File: src/rtl/parity_frame_checker_sat_counter8.sv
// 8-bit saturating up-counter with increment enable.
// Cleared asynchronously by rst_n and synchronously by i_srst.
module sat_counter8 (
    input  logic       clk,
    input  logic       rst_n,
    input  logic       i_srst,
    input  logic       i_inc,
    output logic [7:0] o_count
);

    logic [7:0] r_count;

    // Count register: holds at 0xFF once saturated.
    always_ff @(posedge clk or negedge rst_n) begin
        if (!rst_n) begin
            r_count <= 8'd0;
        end else if (i_srst) begin
            r_count <= 8'd0;
        end else if (i_inc && (r_count != 8'hFF)) begin
            r_count <= r_count + 8'd1;
        end else begin
            r_count <= r_count;
        end
    end

    assign o_count = r_count;

endmodule

File: config.mk
export PLATFORM = sky130hd
export DESIGN_NAME = sat_counter8
export DESIGN_NICKNAME = d
export VERILOG_FILES = /design/src/rtl/parity_frame_checker_sat_counter8.sv
export SDC_FILE = /design/constraint.sdc
export NUM_CORES = 1
export LEC_CHECK = 0
export BUFFER_PORTS_ARGS = -buffer_cell sky130_fd_sc_hd__buf_2
export CELL_PAD_IN_SITES_DETAIL_PLACEMENT = 1
export CELL_PAD_IN_SITES_GLOBAL_PLACEMENT = 1
export CORE_AREA = 8 8 45 47
export DETAILED_ROUTE_END_ITERATION = 10
export DIE_AREA = 0 0 53 55
export PLACE_DENSITY_LB_ADDON = 0.1
export SYNTH_ARGS = -nofsm -noshare
export SYNTH_HDL_FRONTEND = slang
export SYNTH_SLANG_ARGS = --single-unit
File: constraint.sdc
create_clock -name clk -period 1.7 [get_ports clk]
set_input_delay 0.085 -clock clk [delete_from_list [all_inputs] [get_ports clk]]
set_output_delay 0.085 -clock clk [all_outputs]
set_load 0.02 [all_outputs]
==> qor.csv, run 1 <==
metric;value;unit
status;finished clean;
wire_per_inst;15.77;µm
antennaDiodeCount;0;
vias_per_cell;5.235;
clock_path_buffers;2;
io_pins;12;
grt_overflow;0;
core-area;1384;µm²
drt_wl_total;1.277;mm
layout_common_cells;buf_2 (11), dfrtp_1 (8), nor3_1 (4);
dpl_cell_area;553.0;µm²
power_frac_seq;50.0;%
clk_latency;0.25;ns
synth_area;464.2;µm²
drc;0;
grt_pass1_wl;2.111;mm
synth_top_cells_by_area;dfrtp_1 (43%), mux2_2 (4.9%), nor3_1 (4.3%), nand2b_1 (4.0%), nor2b_1 (4.0%);
cp-end-kind;flip-flop;
n_fill_cell;167;
root_buffer;clkbuf_4;
critPathRequiredTime;1.84;ns
yosysWarnings;0;
final_common_cell;buf_2;
fin_nets;72;
cts.htree.levels;1;
antenna_found_initial;0;
hold_class;in -> reg;
synthFlopType;dfrtp_1;
crit_type;reg -> reg;
finalSetupTns;0;ns
maxCapViolations;0;
crit_fanout;5;
port-buffer-count;11;
syn-num-nets;54;
finalSetupViolations;0;
die_w;53;µm
pwr-share-clk;37.8;%
rsz0062_at_grt;no;
clock-sinks;8;
ys_async_sr_fraction;100.0;%
initial_core_util;33.54;%
syn_area_per_cell;9.473;µm²
place.gp.congestion;0.7136;
die_height;55;µm
finalWorstSetupSlack;0.1659;ns
maxSlewHeadroom;73.32;%
synth_top_area_cell;dfrtp_1;
final_cell_area;589.3;µm²
dp_cells;77;
dieArea;2915;µm²
slew_violations;0;
internal_power;0.2962;mW
max_freq;651.9;MHz
seq_area_frac_synth;43.13;%
ys_ff_latch;8;
vdd_drop_max;259.2;µV
vias;424;
min_period;1.534;ns
finClkSkew;0.0007844;ns
swShare;25.94;%
p_switching;0.1037;mW
largest_reg_flops;8;
area_growth_syn_to_layout;26.95;%
cp.arrival;1.67;ns
cts_tree;yes;
synth_edf_count;0;
row_count;14;
power_density;678.7;nW/µm²
grt_max_degree;12;
grt_util_all_layers;10.16;%
multiInputGateArea;251.5;µm²
fin_crit_sh;90.24;%
finalNonFillerCells;81;
tightest_slew;0.3901;ns
drt_first_pass_iters;4;
cts_inserted_buffers;3;
detail-route-antenna-nets;0;
comb_power_share;12.2;%
regArea;200.2;µm²
hold_viol;0;
pre_cts_ws;0.1055;ns
dp_hpwl;973.4;µm
cts.clk_slew.worst_paths;0.06;ns
synthDominantCellAreaShare;43.13;%
drive_above_1_share;33.85;%
ys_types;28;
p_leak;0.2754;nW
crit_path_start_kind;flip-flop;
drt_iter0_drc;8;
grt_pass1_vias;449;
synth_cells;49;
post_cts.repair.setup_buffers;0;
## Yosys cell counts (all sizes together) (2+ instances only)
master and n:
nor2b 3, nand2 2, nand3 3, mux2 2, a21oi 3, inv 2, nor2 2, and4 2
nor3 4, nand2b 3, dfrtp 8
## cell type report
cell class / instances / area share [%]
sequential: 8 / 33.97
inverter: 2 / 1.274
clock buffer: 3 / 3.822
tap: 16 / 3.397
multi-input combinational: 37 / 42.68
timing repair buffer: 15 / 14.86
## path summary, 6_finish.rpt
check                                start    endpoint  slack (ns)  cells after the start
worst max-delay path            o_count[1]  o_count[0]        0.17                      4
worst min-delay path                i_srst  o_count[7]        0.14                      2
worst max register to register  o_count[1]  o_count[0]        0.17                      4
worst min register to register  o_count[7]  o_count[7]        0.59                      2
max in group asynchronous            rst_n  o_count[5]        1.31                      2
min in group asynchronous            rst_n  o_count[4]        0.21                      2
## per-layer routing
| layer | part of all wire (%) | vias up | global-route usage, % |
|---|---|---|---|
| met4 | 0 | 0 | 6.466 |
| met5 | 0 | - | 0 |
| met1 | 46 | 199 | 12.50 |
| li1 | - | 215 | - |
| met3 | 5.3 | 0 | 3.743 |
| met2 | 48 | 10 | 14.65 |
## what timing repair did
item | in CTS | in global routing
endpoints found under the setup margin | 0 | 1
hold endpoints to repair | 8 | 0
gates resized for setup | 0 | 1
hold buffers | 1 | 0
## metrics by stage
step	hold slack (ns)	util, %	power, mW
after floorplan	-0.2106	-	0.2293
after global placement	-0.05602	39.96	0.2502
after detailed placement	-0.05136	39.96	0.2512
after CTS	0.1372	42.31	0.4072
after global routing	0.1660	42.59	0.4246
final	0.1397	42.59	0.4000
## power by group through the flow
stage / Combinational, mW / Sequential, mW / Clock, mW
floorplan: 0.0194 / 0.210 / 0
global placement: 0.0476 / 0.203 / 0
detailed placement: 0.0480 / 0.203 / 0
CTS: 0.0499 / 0.200 / 0.158
global route: 0.0554 / 0.201 / 0.168
finish: 0.0489 / 0.200 / 0.151
## logic make-up after synthesis
logic type / Yosys count / synth area share [%]
AO/OA/AOI/OAI: 9 / 12.67
multiplexers: 3 / 7.008
adder cells (fa/ha/maj): 1 / 2.695
AND/OR/NAND/NOR: 24 / 31.00
buffers and inverters: 4 / 3.503
flip-flops: 8 / 43.13
## worst max-delay path, cell delays in order, from the launching register on
cell,delay [ns]
dfrtp_1,0.42
ha_1,0.21
and4_2,0.26
a21boi_2,0.18
mux2_2,0.35
Note: power is estimated with default switching activity, not from simulation.
==> run 2, diff against run 1 <==
clock period = 1.9 ns   (was 1.7 ns; I/O delays follow)
==> run 2 against run 1 <==
Clock-buffer cell count stayed put. Wire length is 1.6% lower. Fmax is 4.1% lower. Sequential power is 10% lower. Die area stayed put. Power is 12% lower. Flip-flop and latch count stayed put. Register-to-register slack better by 0.13 ns. Critical path type unchanged. Critical endpoint unchanged.
==> qor.csv, run 2 (synthesis results as in run 1) <==
metric;value;unit
power_density;619.5;nW/µm²
drt_wl_total;1.257;mm
row_count;14;
maxSlewHeadroom;75.32;%
dpl_cell_area;538.0;µm²
place.gp.congestion;0.7415;
crit_path_start_kind;flip-flop;
cts.htree.levels;1;
rrSetupSlack;0.30;ns
io_pins;12;
final_common_cell;buf_2;
cp.arrival;1.74;ns
cts_tree;yes;
drive_above_1_share;30.16;%
hold_ws;0.1495;ns
finClkSkew;0.001620;ns
area_growth_syn_to_layout;22.91;%
wire_per_inst;15.91;µm
vdd_drop_max;318.7;µV
dp_hpwl;930.7;µm
power_frac_seq;51.0;%
vias_per_cell;5.468;
die_height;55;µm
final_cell_area;570.5;µm²
min_period;1.599;ns
swShare;25.77;%
largest_reg_flops;8;
final_util;41.23;%
hold_class;in -> reg;
status;finished clean;
hold_viol;0;
critPathRequiredTime;2.04;ns
r2r_cells;4;
finalWorstSetupSlack;0.3007;ns
port-buffer-count;11;
n_fill_cell;170;
fin_crit_sh;84.17;%
pwr-share-clk;38.2;%
comb_power_share;10.7;%
crit_type;reg -> reg;
clk_latency;0.26;ns
grt_overflow;0;
fin_nets;70;
drt_iter0_drc;1;
grt_max_degree;12;
layout_common_cells;buf_2 (11), dfrtp_1 (8), nor3_1 (4);
rsz0062_at_grt;no;
dieArea;2915;µm²
max_freq;625.3;MHz
drc;0;
detail-route-antenna-nets;0;
vias;432;
pre_cts_ws;0.2971;ns
cts_inserted_buffers;3;
hold_path_depth;2;
die_w;53;µm
slew_violations;0;
antennaDiodeCount;0;
maxCapViolations;0;
hold_path.startpoint;i_srst;
finalSetupViolations;0;
clock-sinks;8;
core-area;1384;µm²
rr_startpoint;o_count[0];
drt_first_pass_iters;3;
post_cts.repair.setup_buffers;0;
grt_pass1_wl;2.201;mm
grt_util_all_layers;10.26;%
initial_core_util;33.54;%
antenna_found_initial;0;
crit_fanout;6;
hold_path_end;o_count[7];
p_switching;0.09109;mW
internal_power;0.2624;mW
clock_path_buffers;2;
root_buffer;clkbuf_4;
cp-end-kind;flip-flop;
cts.clk_slew.worst_paths;0.06;ns
tightest_slew;0.3609;ns
reg2reg_to;o_count[0];
finalSetupTns;0;ns
p_leak;0.2643;nW
grt_pass1_vias;482;
[run 2: cell count changes in the layout (fill, tap and decap cells not counted), sizes merged]
cell,delta
buf,-2
[run 2: worst max-delay path by stage]
stage	end	slack (ns)	start
after floorplan	o_count[0]	0.21	o_count[0]
after global placement	o_count[0]	0.33	o_count[0]
after detailed placement	o_count[0]	0.30	o_count[0]
after CTS	o_count[0]	0.28	o_count[0]
after global routing	o_count[0]	0.23	o_count[0]
final	o_count[0]	0.30	o_count[0]
[run 2: area by class of cell]
type | count | area [µm²] | share of cell area (%)
Clock buffer | 3 | 22.52 | 3.947
Inverter | 2 | 7.507 | 1.316
Multi-Input combinational cell | 37 | 247.7 | 43.42
Sequential cell | 8 | 200.2 | 35.09
Tap cell | 16 | 20.02 | 3.509
Timing Repair Buffer | 13 | 72.57 | 12.72
[run 2: repair_timing]
| item | in CTS | in global routing |
|---|---|---|
| hold endpoints to repair | 8 | 0 |
| hold buffers | 1 | 0 |
| gates resized for setup | 0 | 0 |
[run 2: power by group through the flow]
| stage | clock network [mW] | logic (mW) | registers, mW |
|---|---|---|---|
| 2_1_floorplan | 0 | 0.0174 | 0.188 |
| 3_3_place_gp | 0 | 0.0379 | 0.183 |
| 3_5_place_dp | 0 | 0.0373 | 0.183 |
| 4_1_cts | 0.141 | 0.0390 | 0.180 |
| 5_1_grt | 0.151 | 0.0439 | 0.181 |
| 6_report | 0.135 | 0.0380 | 0.180 |
[run 2: metrics by stage]
stage               power [mW]  cells
global route            0.3759     79
CTS                     0.3605     79
global placement        0.2208     75
floorplan               0.2051     49
finish                  0.3535     79
detailed placement      0.2206     75
[run 2: worst max-delay path: stages, from the launching register on]
cell,delay [ns]
dfrtp_1,0.43
ha_1,0.23
and4_2,0.26
a21boi_1,0.22
mux2_2,0.36
[run 2: metal layers]
metal	routed length [µm]	up-vias	track usage (%)
met4	0	0	5.172
met5	0	-	0
met2	574	10	15.43
met1	587	211	12.31
met3	94	0	4.278
li1	-	211	-
